## src/rtl/alu_pipe_pkg.sv

```systemverilog
// -----------------------------------------------------------------------------
// alu_pipe_pkg
// Shared definitions for the handshaked ALU: opcode map, opcode category
// ranges, FSM state encoding, flag bundle and the flag-derivation helper.
// No ports (package).
// -----------------------------------------------------------------------------
package alu_pipe_pkg;

   // Opcode map
   localparam logic [3:0] OP_ADD    = 4'b0000;
   localparam logic [3:0] OP_SUB    = 4'b0001;
   localparam logic [3:0] OP_MUL    = 4'b0010;
   localparam logic [3:0] OP_DIV    = 4'b0011;
   localparam logic [3:0] OP_AND    = 4'b0100;
   localparam logic [3:0] OP_OR     = 4'b0101;
   localparam logic [3:0] OP_NAND   = 4'b0110;
   localparam logic [3:0] OP_NOR    = 4'b0111;
   localparam logic [3:0] OP_XOR    = 4'b1000;
   localparam logic [3:0] OP_XNOR   = 4'b1001;
   localparam logic [3:0] OP_CMP_EQ = 4'b1010;
   localparam logic [3:0] OP_CMP_GT = 4'b1011;
   localparam logic [3:0] OP_CMP_LT = 4'b1100;
   localparam logic [3:0] OP_SHR    = 4'b1101;
   localparam logic [3:0] OP_SHL    = 4'b1110;
   localparam logic [3:0] OP_NOP    = 4'b1111;

   // Category ranges (inclusive)
   localparam logic [3:0] ARITH_FIRST = OP_ADD;
   localparam logic [3:0] ARITH_LAST  = OP_DIV;
   localparam logic [3:0] LOGIC_FIRST = OP_AND;
   localparam logic [3:0] LOGIC_LAST  = OP_XNOR;
   localparam logic [3:0] CMP_FIRST   = OP_CMP_EQ;
   localparam logic [3:0] CMP_LAST    = OP_CMP_LT;
   localparam logic [3:0] SHIFT_FIRST = OP_SHR;
   localparam logic [3:0] SHIFT_LAST  = OP_SHL;

   typedef enum logic [1:0] {
      ST_IDLE = 2'd0,
      ST_ITER = 2'd1,
      ST_DONE = 2'd2
   } state_e;

   typedef struct packed {
      logic carry;
      logic arith;
      logic logic_op;
      logic cmp;
      logic shift;
      logic zero;
      logic div_zero;
   } flags_t;

   function automatic logic op_in(input logic [3:0] op, input logic [3:0] first,
                                  input logic [3:0] last);
      return (op >= first) && (op <= last);
   endfunction

   // carry must already be zero for anything other than ADD/SUB.
   function automatic flags_t make_flags(input logic [3:0] op, input logic carry,
                                         input logic res_zero, input logic b_zero);
      flags_t f;
      f.carry    = carry;
      f.arith    = op_in(op, ARITH_FIRST, ARITH_LAST);
      f.logic_op = op_in(op, LOGIC_FIRST, LOGIC_LAST);
      f.cmp      = op_in(op, CMP_FIRST, CMP_LAST);
      f.shift    = op_in(op, SHIFT_FIRST, SHIFT_LAST);
      f.zero     = res_zero && (op != OP_NOP);
      f.div_zero = (op == OP_DIV) && b_zero;
      return f;
   endfunction

endpackage

```

## src/rtl/alu_pipe_if.sv

```systemverilog
// -----------------------------------------------------------------------------
// alu_pipe_if
// Issue/writeback bus of the ALU.
//   master : issuer/consumer side (drives IN_VALID, A, B, ALU_FUN, OUT_READY)
//   slave  : ALU side (drives IN_READY, OUT_VALID, results and flags)
// -----------------------------------------------------------------------------
interface alu_pipe_if #(parameter int WIDTH = 16);

   logic             IN_VALID;
   logic             IN_READY;
   logic [WIDTH-1:0] A;
   logic [WIDTH-1:0] B;
   logic [3:0]       ALU_FUN;
   logic             OUT_VALID;
   logic             OUT_READY;
   logic [WIDTH-1:0] ALU_OUT;
   logic [WIDTH-1:0] ALU_OUT_HI;
   logic             Carry_Flag;
   logic             Arith_Flag;
   logic             Logic_Flag;
   logic             CMP_Flag;
   logic             Shift_Flag;
   logic             Zero_Flag;
   logic             DivZero_Flag;

   modport master (
      output IN_VALID, A, B, ALU_FUN, OUT_READY,
      input  IN_READY, OUT_VALID, ALU_OUT, ALU_OUT_HI,
             Carry_Flag, Arith_Flag, Logic_Flag, CMP_Flag, Shift_Flag,
             Zero_Flag, DivZero_Flag
   );

   modport slave (
      input  IN_VALID, A, B, ALU_FUN, OUT_READY,
      output IN_READY, OUT_VALID, ALU_OUT, ALU_OUT_HI,
             Carry_Flag, Arith_Flag, Logic_Flag, CMP_Flag, Shift_Flag,
             Zero_Flag, DivZero_Flag
   );

endinterface

```

## src/rtl/alu_muldiv_iter.sv

```systemverilog
// -----------------------------------------------------------------------------
// alu_muldiv_iter
// Iterative unsigned shift-add multiplier / restoring divider, one step per
// cycle, WIDTH steps per operation.
//   CLK, RST       clock, synchronous active-low reset
//   start          load operands and begin (ignored unless the caller is idle)
//   div_sel        1 = divide op_a by op_b, 0 = multiply
//   op_a, op_b     operands
//   done           high during the cycle the final step is taken
//   res_lo/res_hi  product {hi,lo} or quotient/remainder; valid while done
// -----------------------------------------------------------------------------
module alu_muldiv_iter #(
   parameter int WIDTH = 16
) (
   input  logic             CLK,
   input  logic             RST,
   input  logic             start,
   input  logic             div_sel,
   input  logic [WIDTH-1:0] op_a,
   input  logic [WIDTH-1:0] op_b,
   output logic             done,
   output logic [WIDTH-1:0] res_lo,
   output logic [WIDTH-1:0] res_hi
);

   localparam int CW = $clog2(WIDTH);

   logic             busy_q;
   logic             is_div_q;
   logic [CW-1:0]    cnt_q;
   logic [WIDTH-1:0] hi_q, lo_q;   // product accumulator / remainder:quotient
   logic [WIDTH-1:0] m_q;          // multiplicand or divisor
   logic [WIDTH-1:0] hi_d, lo_d;
   logic [WIDTH:0]   sum, shifted, diff;

   always_comb begin
      // Multiply: add multiplicand when the current multiplier bit is set,
      // then shift the whole {carry,hi,lo} right by one.
      sum     = {1'b0, hi_q} + (lo_q[0] ? {1'b0, m_q} : '0);
      // Divide: shift the next dividend bit into the remainder and try a
      // subtraction; a borrow (MSB set) means restore.
      shifted = {hi_q, lo_q[WIDTH-1]};
      diff    = shifted - {1'b0, m_q};
      if (is_div_q) begin
         if (diff[WIDTH]) begin
            hi_d = shifted[WIDTH-1:0];
            lo_d = {lo_q[WIDTH-2:0], 1'b0};
         end else begin
            hi_d = diff[WIDTH-1:0];
            lo_d = {lo_q[WIDTH-2:0], 1'b1};
         end
      end else begin
         hi_d = sum[WIDTH:1];
         lo_d = {sum[0], lo_q[WIDTH-1:1]};
      end
   end

   // The final step's values go straight to the caller, which registers them,
   // so a WIDTH-step operation occupies exactly WIDTH cycles after start.
   assign done   = busy_q && (cnt_q == CW'(WIDTH - 1));
   assign res_lo = lo_d;
   assign res_hi = hi_d;

   // NOTE: state is updated with <= so every flop samples pre-edge values;
   // reset is synchronous, so it lives inside the clocked branch.
   always_ff @(posedge CLK) begin
      if (!RST) begin
         busy_q   <= 1'b0;
         is_div_q <= 1'b0;
         cnt_q    <= '0;
         hi_q     <= '0;
         lo_q     <= '0;
         m_q      <= '0;
      end else if (start) begin
         busy_q   <= 1'b1;
         is_div_q <= div_sel;
         cnt_q    <= '0;
         hi_q     <= '0;
         lo_q     <= div_sel ? op_a : op_b;
         m_q      <= div_sel ? op_b : op_a;
      end else if (busy_q) begin
         hi_q  <= hi_d;
         lo_q  <= lo_d;
         cnt_q <= cnt_q + CW'(1);
         if (done) busy_q <= 1'b0;
      end
   end

endmodule

```

## src/rtl/alu_pipe.sv

```systemverilog
// -----------------------------------------------------------------------------
// alu_pipe
// Handshaked ALU with registered result and category flags. Single-cycle ops
// complete on the acceptance edge; MUL and DIV (B!=0) iterate for WIDTH cycles.
//   CLK   rising-edge clock
//   RST   synchronous active-low reset
//   bus   alu_pipe_if.slave: IN_VALID/IN_READY, A, B, ALU_FUN in;
//         OUT_VALID/OUT_READY, ALU_OUT, ALU_OUT_HI and the seven flags out
// -----------------------------------------------------------------------------
module alu_pipe
   import alu_pipe_pkg::*;
#(
   parameter int WIDTH = 16
) (
   input  logic     CLK,
   input  logic     RST,
   alu_pipe_if.slave bus
);

   state_e           state_q;
   logic             out_valid_q;
   logic [WIDTH-1:0] alu_out_q, alu_out_hi_q;
   flags_t           flags_q;

   logic             in_ready, accept, b_zero, iter_op, it_done;
   logic [WIDTH-1:0] it_lo, it_hi;
   logic [WIDTH-1:0] sc_lo, sc_hi;
   logic             sc_carry;
   flags_t           sc_flags;

   // In DONE a new op may only enter when the held result is taken this cycle.
   assign in_ready = (state_q == ST_IDLE) || ((state_q == ST_DONE) && bus.OUT_READY);
   assign accept   = bus.IN_VALID && in_ready;
   assign b_zero   = (bus.B == '0);
   assign iter_op  = (bus.ALU_FUN == OP_MUL) || ((bus.ALU_FUN == OP_DIV) && !b_zero);

   // Single-cycle datapath. DIV lands here only for B==0.
   always_comb begin
      // NOTE: defaults first so no path through the case leaves a latch.
      sc_lo    = '0;
      sc_hi    = '0;
      sc_carry = 1'b0;
      case (bus.ALU_FUN)
         OP_ADD:    {sc_carry, sc_lo} = {1'b0, bus.A} + {1'b0, bus.B};
         OP_SUB: begin
            sc_lo    = bus.A - bus.B;
            sc_carry = bus.A < bus.B;
         end
         OP_DIV: begin
            sc_lo = '1;
            sc_hi = bus.A;
         end
         OP_AND:    sc_lo = bus.A & bus.B;
         OP_OR:     sc_lo = bus.A | bus.B;
         OP_NAND:   sc_lo = ~(bus.A & bus.B);
         OP_NOR:    sc_lo = ~(bus.A | bus.B);
         OP_XOR:    sc_lo = bus.A ^ bus.B;
         OP_XNOR:   sc_lo = ~(bus.A ^ bus.B);
         OP_CMP_EQ: sc_lo = {{(WIDTH-1){1'b0}}, bus.A == bus.B};
         OP_CMP_GT: sc_lo = {{(WIDTH-1){1'b0}}, bus.A >  bus.B};
         OP_CMP_LT: sc_lo = {{(WIDTH-1){1'b0}}, bus.A <  bus.B};
         OP_SHR:    sc_lo = bus.A >> 1;
         OP_SHL:    sc_lo = bus.A << 1;
         default:   ;
      endcase
      sc_flags = make_flags(bus.ALU_FUN, sc_carry, sc_lo == '0, b_zero);
   end

   alu_muldiv_iter #(.WIDTH(WIDTH)) u_muldiv (
      .CLK    (CLK),
      .RST    (RST),
      .start  (accept && iter_op),
      .div_sel(bus.ALU_FUN == OP_DIV),
      .op_a   (bus.A),
      .op_b   (bus.B),
      .done   (it_done),
      .res_lo (it_lo),
      .res_hi (it_hi)
   );

   always_ff @(posedge CLK) begin
      if (!RST) begin
         state_q      <= ST_IDLE;
         out_valid_q  <= 1'b0;
         alu_out_q    <= '0;
         alu_out_hi_q <= '0;
         flags_q      <= '0;
      end else begin
         unique case (state_q)
            ST_IDLE, ST_DONE: begin
               if (accept) begin
                  if (iter_op) begin
                     out_valid_q <= 1'b0;
                     state_q     <= ST_ITER;
                  end else begin
                     alu_out_q    <= sc_lo;
                     alu_out_hi_q <= sc_hi;
                     flags_q      <= sc_flags;
                     out_valid_q  <= 1'b1;
                     state_q      <= ST_DONE;
                  end
               end else if ((state_q == ST_DONE) && bus.OUT_READY) begin
                  out_valid_q <= 1'b0;
                  state_q     <= ST_IDLE;
               end
            end
            ST_ITER: begin
               if (it_done) begin
                  alu_out_q    <= it_lo;
                  alu_out_hi_q <= it_hi;
                  // MUL and iterating DIV share one flag pattern: arithmetic,
                  // no carry, no div-by-zero (B==0 never iterates).
                  flags_q      <= make_flags(OP_MUL, 1'b0, it_lo == '0, 1'b0);
                  out_valid_q  <= 1'b1;
                  state_q      <= ST_DONE;
               end
            end
            default: state_q <= ST_IDLE;
         endcase
      end
   end

   assign bus.IN_READY     = in_ready;
   assign bus.OUT_VALID    = out_valid_q;
   assign bus.ALU_OUT      = alu_out_q;
   assign bus.ALU_OUT_HI   = alu_out_hi_q;
   assign bus.Carry_Flag   = flags_q.carry;
   assign bus.Arith_Flag   = flags_q.arith;
   assign bus.Logic_Flag   = flags_q.logic_op;
   assign bus.CMP_Flag     = flags_q.cmp;
   assign bus.Shift_Flag   = flags_q.shift;
   assign bus.Zero_Flag    = flags_q.zero;
   assign bus.DivZero_Flag = flags_q.div_zero;

endmodule
```

## src/flat_wrapper.sv

```systemverilog
// flat-port wrapper written by rule: the top's interface ports become plain ports
module alu_pipe_flat import alu_pipe_pkg::*;
#(
   parameter int WIDTH = 16
)
  (CLK, RST, bus_IN_VALID, bus_A, bus_B, bus_ALU_FUN, bus_OUT_READY, bus_IN_READY, bus_OUT_VALID, bus_ALU_OUT, bus_ALU_OUT_HI, bus_Carry_Flag, bus_Arith_Flag, bus_Logic_Flag, bus_CMP_Flag, bus_Shift_Flag, bus_Zero_Flag, bus_DivZero_Flag);
  alu_pipe_if #(.WIDTH(WIDTH)) bus_i ();
  input  logic CLK;
  input  logic RST;
  input wire logic [$bits(bus_i.IN_VALID)-1:0] bus_IN_VALID;
  input wire logic [$bits(bus_i.A)-1:0] bus_A;
  input wire logic [$bits(bus_i.B)-1:0] bus_B;
  input wire logic [$bits(bus_i.ALU_FUN)-1:0] bus_ALU_FUN;
  input wire logic [$bits(bus_i.OUT_READY)-1:0] bus_OUT_READY;
  output wire logic [$bits(bus_i.IN_READY)-1:0] bus_IN_READY;
  output wire logic [$bits(bus_i.OUT_VALID)-1:0] bus_OUT_VALID;
  output wire logic [$bits(bus_i.ALU_OUT)-1:0] bus_ALU_OUT;
  output wire logic [$bits(bus_i.ALU_OUT_HI)-1:0] bus_ALU_OUT_HI;
  output wire logic [$bits(bus_i.Carry_Flag)-1:0] bus_Carry_Flag;
  output wire logic [$bits(bus_i.Arith_Flag)-1:0] bus_Arith_Flag;
  output wire logic [$bits(bus_i.Logic_Flag)-1:0] bus_Logic_Flag;
  output wire logic [$bits(bus_i.CMP_Flag)-1:0] bus_CMP_Flag;
  output wire logic [$bits(bus_i.Shift_Flag)-1:0] bus_Shift_Flag;
  output wire logic [$bits(bus_i.Zero_Flag)-1:0] bus_Zero_Flag;
  output wire logic [$bits(bus_i.DivZero_Flag)-1:0] bus_DivZero_Flag;
  assign bus_i.IN_VALID = bus_IN_VALID;
  assign bus_i.A = bus_A;
  assign bus_i.B = bus_B;
  assign bus_i.ALU_FUN = bus_ALU_FUN;
  assign bus_i.OUT_READY = bus_OUT_READY;
  assign bus_IN_READY = bus_i.IN_READY;
  assign bus_OUT_VALID = bus_i.OUT_VALID;
  assign bus_ALU_OUT = bus_i.ALU_OUT;
  assign bus_ALU_OUT_HI = bus_i.ALU_OUT_HI;
  assign bus_Carry_Flag = bus_i.Carry_Flag;
  assign bus_Arith_Flag = bus_i.Arith_Flag;
  assign bus_Logic_Flag = bus_i.Logic_Flag;
  assign bus_CMP_Flag = bus_i.CMP_Flag;
  assign bus_Shift_Flag = bus_i.Shift_Flag;
  assign bus_Zero_Flag = bus_i.Zero_Flag;
  assign bus_DivZero_Flag = bus_i.DivZero_Flag;
  alu_pipe #(.WIDTH(WIDTH)) u_core (.CLK(CLK), .RST(RST), .bus(bus_i));
endmodule
```

## config.mk

```make
export PLATFORM = sky130hd
export DESIGN_NAME = alu_pipe_flat
export DESIGN_NICKNAME = d
export VERILOG_FILES = /design/src/rtl/alu_pipe_pkg.sv /design/src/rtl/alu_pipe_if.sv /design/src/rtl/alu_muldiv_iter.sv /design/src/rtl/alu_pipe.sv /design/src/flat_wrapper.sv
export SDC_FILE = /design/constraint.sdc
export NUM_CORES = 1
export LEC_CHECK = 0
export CORE_MARGIN = 2
export CORE_UTILIZATION = 60
export DETAILED_ROUTE_END_ITERATION = 10
export PLACE_DENSITY = 0.86
export SYNTH_ARGS = -nofsm -noshare
export SYNTH_HDL_FRONTEND = slang
export SYNTH_SLANG_ARGS = --single-unit
```

## constraint.sdc

```tcl
create_clock -name CLK -period 6.73 [get_ports CLK]
set_clock_uncertainty 0.15 [all_clocks]
set_input_delay 2.019 -clock CLK [delete_from_list [all_inputs] [get_ports CLK]]
set_output_delay 2.019 -clock CLK [all_outputs]
set_load 0.005 [all_outputs]
```

==> summary.log <==
qor: status.outcome finished, final reports clean
qor: drt.detailedRoute.firstPassIterationCount 6
qor: die.initial_core_util 0.614
qor: drt.routed-via-count 11.8k
qor: pwr.net-switching-power 0.000734 W
qor: timing.setup_tns 0 ns
qor: pwr.cellPowerDensity 170 nW/um^2
qor: setup_path.crit_family simple AND/OR/NAND/NOR gates
qor: setup_path.worst_setup_path_end_kind register
qor: place.port_buffers 80
qor: setup_path.worstReg2RegStart u_core.u_muldiv.lo_q[15]
qor: timing.report.final.hold_viol_count 0
qor: cts.cts.sink_count 96
qor: layout.num-nets-final 1586
qor: drt.drc 0
qor: worst_hold_path.holdCritStartpoint u_core.bus.ALU_OUT[8]
qor: timing.finalCriticalPeriod 5.66 ns
qor: synth.synth_enable_flop_cells 0
qor: pwr.internal_power 0.00122 W
qor: pwr.combinationalPowerShare 0.375
qor: setup_path.path_buf_inv 2
qor: drt.met3_wirelength 5230 um
qor: cts.cts.reportedPaths.clkPinSlew 0.08 ns
qor: layout.antennaDiodeCount 0
qor: drt.drt-wirelength-per-cell 24.0 um
qor: synth.synth.area.top_cells sky130_fd_sc_hd__dfxtp_1 19%, sky130_fd_sc_hd__ha_1 10%, sky130_fd_sc_hd__a21oi_1 6.3%
qor: synth.mappedNetlistArea 10100 um^2
qor: job.cap_viol_max_count 0
qor: drt.detail-route-antenna-nets 0
qor: synth.synth_warnings 0
qor: drt.route.layer.met1.wl 15600 um
qor: layout.number_of_standard_cells_in_the_final_layout_excluding_fillers 1682
qor: setup_path.crit_path_start bus_B[10]
qor: setup_path.regToRegEndpoint u_core.bus.ALU_OUT_HI[4]
qor: setup_path.kind_of_start_point_of_the_critical_path input port
qor: global_route.overflow 0
qor: cts.tritoncts built
qor: timing.worstMarginPinSlew 1.06 ns
qor: setup_path.critical_path_required 6.85 ns
qor: cts.clock_path_buffers 2
qor: global_route.grt_util_all_layers 0.440
qor: drt.topRoutingLayerUsed met5
qor: cts.clock_latency 0.36 ns
qor: die.core_area 16500 um^2
qor: timing.slew-limit-headroom 0.289
qor: synth.syn_area_per_cell 7.13 um^2
qor: timing.timing_max_transition_violations_final 0
qor: synth.synth-seq-area-share 0.189
qor: drt.met2_wirelength 17300 um
qor: synth.most_frequent_cell_after_synthesis sky130_fd_sc_hd__nor2_1
qor: global_route.first_pass_grt_wire_length 61700 um
qor: drt.drt_iter0_markers 2012
qor: worst_hold_path.hold_path_class register to register
qor: synth.postSynthCellCount 1423
qor: cts.post_cts_resized 0
qor: die.std_cell_rows 47
qor: synth.yosysUniqueCellTypes 83
qor: synth.synth_fp_nets 1552
qor: die.die_w 134 um
qor: global_route.pin_count_of_the_biggest_net_entering_global_routing 68
qor: timing.final.period_utilization 0.841
qor: synth.synthesis_stage_register_bit_count 96
qor: setup_path.critical_path_peak_fanout 10
qor: synth.ys_top_cells_by_count 134 x sky130_fd_sc_hd__nor2_1, 127 x sky130_fd_sc_hd__a21oi_1, 120 x sky130_fd_sc_hd__nand2_1, 106 x sky130_fd_sc_hd__o21ai_0, 96 x sky130_fd_sc_hd__dfxtp_1
qor: setup_path.cp_common_cell sky130_fd_sc_hd__nor4_1
qor: pwr.switching_share 0.376
qor: timing.fmaxAchievable 177 MHz
qor: place.dpl_cell_area 11100 um^2
qor: place.gp_congestion 1.08
qor: worst_hold_path.min_delay_worst_endpoint u_core.bus.ALU_OUT[8]
qor: die.io_pins 81
qor: place.dp.cells 1666
qor: synth.synth_top_area_cell sky130_fd_sc_hd__dfxtp_1
qor: setup_path.worst_path_largest_cell_delay 0.93 ns
qor: setup_path.timing.critical_path.cells clkdlybuf4s50_1 > nor4_1 > and4_1 > a211o_1 > a21oi_2 > buf_4 > nor4_1 > a21oi_1 > o32ai_1
qor: layout.stdcell_area 11500 um^2
qor: cts.cts_hold_buf 0
qor: layout.layout-area-overhead-vs-synth 13.1%
qor: cts.post-cts-setup-buffer-count 0
qor: synth.synth_async_sr_flop_share 0
qor: setup_path.setup.reg_to_reg.worst_slack 2.38 ns
qor: global_route.antenna_violations_before_repair 1
qor: die.die-height 134 um
qor: timing.setup_violations 0
qor: setup_path.critical_path_class input port to register
qor: die.die-area 18000 um^2
qor: cts.cts_inserted_buffers 9
qor: pwr.irDropWorstVdd 0.000139 V
qor: global_route.grt_pass1_vias 10.8k
qor: setup_path.cpMaxStageDelayCell sky130_fd_sc_hd__nor4_1
qor: drt.totalWireLength 40300 um
qor: pwr.clock_group_share_of_total_power 0.304
qor: pwr.power.share.sequential 0.321
qor: setup_path.cp_data_arrival_time 5.77 ns
qor: worst_hold_path.worstHoldPathCells 2
qor: cts.clk_root_buffer_cell sky130_fd_sc_hd__clkbuf_16
qor: layout.drive_above_1_share 0.0711
qor: setup_path.worstRegToRegCells 12
qor: pwr.leakagePower 4.53 nW
qor: timing.grt_setup_unrepaired no
qor: synth.ys_dominant_reg_cell sky130_fd_sc_hd__dfxtp_1
qor: synth.synth_top_area_frac 0.189
qor: drt.number_of_vias_per_cell_after_detailed_routing 7.01
qor: place.post-dp-hpwl 30600 um
qor: cts.clock_tree.htree_level_count 3
cells in the final DEF (no fill, tap or decap), drive strengths merged, types with 45 or more instances in the layout:
cell	instances
ha	85
o211ai	51
dfxtp	96
nor2	134
buf	45
o21ai	108
a21oi	128
clkdlybuf4s50	79
inv	83
nand2	120
nand3	50
logic make-up after synthesis:
family / synth area share
AO/OA/AOI/OAI: 0.313
XOR/XNOR: 0.0285
adder cells (fa/ha/maj): 0.113
buffers and inverters: 0.0743
flip-flops: 0.189
multiplexers: 0.0374
AND/OR/NAND/NOR: 0.245
area by class of cell:
cell class	instances	area [um^2]
multi-input cells	1145	7490
fillers	1426	5060
flip-flops and latches	96	1920
repair buffers	124	1140
inverters	81	304
well taps	220	275
clock buffers	9	225
clock inverters	7	113
worst max-delay path by stage:
| stage | to | slack (ns) | depth (start not counted) |
|---|---|---|---|
| final | u_core.bus.ALU_OUT_HI[8] | 1.07 | 9 |
| after global routing | u_core.bus.Zero_Flag | 0.99 | 13 |
| after CTS | bus_IN_READY | 1.20 | 4 |
| after detailed placement | u_core.bus.Zero_Flag | 0.92 | 13 |
| after global placement | u_core.bus.Zero_Flag | 0.89 | 12 |
| after floorplan | u_core.bus.Zero_Flag | 1.98 | 12 |
power groups by stage:
stage | combinational, W | sequential [W] | clock (W)
floorplan | 0.000466 | 0.000631 | 0
global placement | 0.000693 | 0.000637 | 0
global route | 0.000782 | 0.000629 | 0.000613
finish | 0.000731 | 0.000627 | 0.000594
detailed placement | 0.000700 | 0.000638 | 0
CTS | 0.000705 | 0.000625 | 0.000589
state kept, by name (all words and copies together) (netlist names):
register                  flops
u_core.u_muldiv.cnt_q         4
u_core.bus.CMP_Flag           1
u_core.bus.ALU_OUT           16
u_core.state_q                2
u_core.bus.Shift_Flag         1
u_core.u_muldiv.is_div_q      1
u_core.u_muldiv.m_q          16
u_core.u_muldiv.busy_q        1
u_core.bus.OUT_VALID          1
u_core.bus.ALU_OUT_HI        16
u_core.u_muldiv.hi_q         16
u_core.bus.Arith_Flag         1
u_core.u_muldiv.lo_q         16
u_core.bus.DivZero_Flag       1
u_core.bus.Logic_Flag         1
u_core.bus.Zero_Flag          1
u_core.bus.Carry_Flag         1
through the flow:
stage	worst slack, ns	hold slack (ns)	power (W)	utilization
3_5_place_dp	0.916	0.301	0.00134	0.674
4_1_cts	1.20	0.310	0.00192	0.694
6_report	1.07	0.307	0.00195	0.694
2_1_floorplan	1.98	0.298	0.00110	-
5_1_grt	0.989	0.321	0.00202	0.694
3_3_place_gp	0.887	0.290	0.00133	0.674
worst register-to-register path: stages (launching register included):
cell and delay (ns):
sky130_fd_sc_hd__dfxtp_1 0.39, sky130_fd_sc_hd__inv_1 0.14, sky130_fd_sc_hd__ha_1 0.27, sky130_fd_sc_hd__fa_1 0.45, sky130_fd_sc_hd__nand2b_1 0.21, sky130_fd_sc_hd__a21oi_1 0.39
sky130_fd_sc_hd__o211ai_2 0.16, sky130_fd_sc_hd__a21oi_2 0.22, sky130_fd_sc_hd__o2111a_1 0.25, sky130_fd_sc_hd__or3_1 0.74, sky130_fd_sc_hd__o22ai_1 0.25, sky130_fd_sc_hd__a211oi_1 0.44
sky130_fd_sc_hd__o21ai_0 0.15
routing by layer:
metal  vias up  global-route usage
met1      5412               0.589
met3       188              0.0933
met2       905               0.675
met4         2               0.211
li1       5287                   -
met5         -                   0
(Power assumes the default switching activity.)
==> variant: new RTL, same flow settings <==
Encoding of `state_e`: now one-hot (3 bits for 3 states).
--- a/src/rtl/alu_pipe_pkg.sv
+++ b/src/rtl/alu_pipe_pkg.sv
@@ -36,6 +36,6 @@
 
-   typedef enum logic [1:0] {
-      ST_IDLE = 2'd0,
-      ST_ITER = 2'd1,
-      ST_DONE = 2'd2
+   typedef enum logic [2:0] {
+      ST_IDLE = 3'b001,
+      ST_ITER = 3'b010,
+      ST_DONE = 3'b100
    } state_e;
Behaviour: same outputs for any inputs over 10 cycles, from zero or initial values and one cycle with RST low; not proved beyond that.
==> variant against the original RTL <==
  * Sequential cell count is 1 higher
  * Worst hold slack worse by 7.3 ps
  * Clock power is 3% lower
  * Synthesized area is 2.2% lower
  * Non-clock buffer count is 13 lower
  * Routed wire length hardly changed
  * First-iteration DRC count is 7.9% lower
  * Global-route usage is 0.64 points higher
  * Design area is 2.1% lower
  * Setup slack worse by 28 ps
  * Total power is 3.9% lower
  * Critical endpoint is now u_core.bus.ALU_OUT[13]$_SDFFE_PN0P_
==> variant: results (changes against the original RTL) <==
post-synthesis mux area share: 3.784% (was 3.738%)
commonest cells in the netlist: nand2_1, o21ai_0, dfxtp_1 (was nor2_1, a21oi_1, nand2_1)
switching pwr: 0.0007186 W (was 0.0007336 W)
Detailed Route Iter0 Violations: 1853 (was 2012)
met3 wire length: 5406 um (was 5232 um)
placed insts: 1585 (was 1666)
Net Count, Synth: 1471 (was 1552)
first-pass GRT wire length: 61280 um (was 61650 um)
Final Wtd Congestion: 1.125 (was 1.078)
Seq/Total Area, Yosys: 19.57% (was 18.95%)
Total Wirelength: 40320 um (was 40300 um)
DR WL/cell: 25.17 um (was 23.96 um)
status: completed (unchanged)
Tcrit/Tclk final: 84.48% (was 84.07%)
worst slack, placed: 872.8 ps (was 916.2 ps)
Vias: 11406 (was 11794)
met2 WL: 16630 um (was 17320 um)
Compound-Gate Fraction of Synth Area: 33.27% (was 31.30%)
largest net degree at the start of global routing: 55 (was 68)
min-delay src: u_core.bus.Arith_Flag$_SDFFE_PN0P_ (was u_core.bus.ALU_OUT[8]$_SDFFE_PN0P_)
VDD IR max: 0.1163 mV (was 0.1388 mV)
max_slew headroom: 24.75% (was 28.85%)
post-synthesis adder-cell area fraction: 11.53% (was 11.28%)
count of cell types in the netlist: 80 (was 83)
CP Capture Point: u_core.bus.ALU_OUT[13]$_SDFFE_PN0P_ (was u_core.bus.ALU_OUT_HI[8]$_SDFFE_PN0P_)
Critical Path AT: 5780 ps (was 5770 ps)
FILL cells: 1412 (was 1426)
Metal-1 WL: 16190 um (was 15630 um)
DPL Wire Length: 30170 um (was 30560 um)
Critical path origin: bus_A[5] (was bus_B[10])
Syn Area/Cell: 7.393 um2 (was 7.127 um2)
top sig layer: met4 (was met5)
variant: changes by cell type in the layout (fill, tap and decap cells not counted), sizes merged, moves of 13 or more:
cell,delta
a21oi,-40
nand3,-29
a211oi,-13
o211a,+16
o211ai,-16
nor4,-13
a22o,+16
a22oi,+14
nor2,-44
variant: power groups by stage:
stage	Clock, W	Combinational (W)	Sequential (W)
after floorplan	0	0.000428	0.000624
after global placement	0	0.000637	0.000632
after detailed placement	0	0.000644	0.000633
after CTS	0.000569	0.000649	0.000619
after global routing	0.000594	0.000715	0.000622
final	0.000577	0.000678	0.000621
variant: metal layers:
metal  global-route usage, %  up-vias
li1                        -     5001
met1                   60.75     5304
met2                   65.46      896
met3                   12.57      205
met4                   20.07        0
met5                       0        -
variant: logic make-up after synthesis:
kind of cell	Yosys count
adder cells (fa/ha/maj)	89
AO/OA/AOI/OAI	478
buffers and inverters	164
XOR/XNOR	36
multiplexers	36
AND/OR/NAND/NOR	442
flip-flops	97
variant: area by class of cell:
class                           count  area share [%]
Sequential cell                    97           17.31
Clock buffer                        9           2.006
Timing Repair Buffer              111           9.118
Multi-Input combinational cell   1081           65.70
Antenna cell                        1         0.02229
Inverter                           76           2.542
Clock inverter                      7          0.8472
Tap cell                          220           2.452
variant: worst max-delay path: stages:
cell	delay, ps
clkdlybuf4s50_1	730
inv_1	140
ha_1	450
nor3_1	350
o31ai_1	220
a311oi_1	750
o31ai_1	100
o21ai_0	170
o211ai_1	100
o21ai_0	360
o221ai_1	150
and2_1	210
variant: through the flow:
stage / power [W] / area [um2] / util [%]
after global placement: 0.001269 / 10900 / 66.68
final: 0.001876 / 11220 / 68.66
after CTS: 0.001837 / 11220 / 68.64
after detailed placement: 0.001277 / 10900 / 66.68
after floorplan: 0.001052 / 9921 / -
after global routing: 0.001932 / 11220 / 68.64
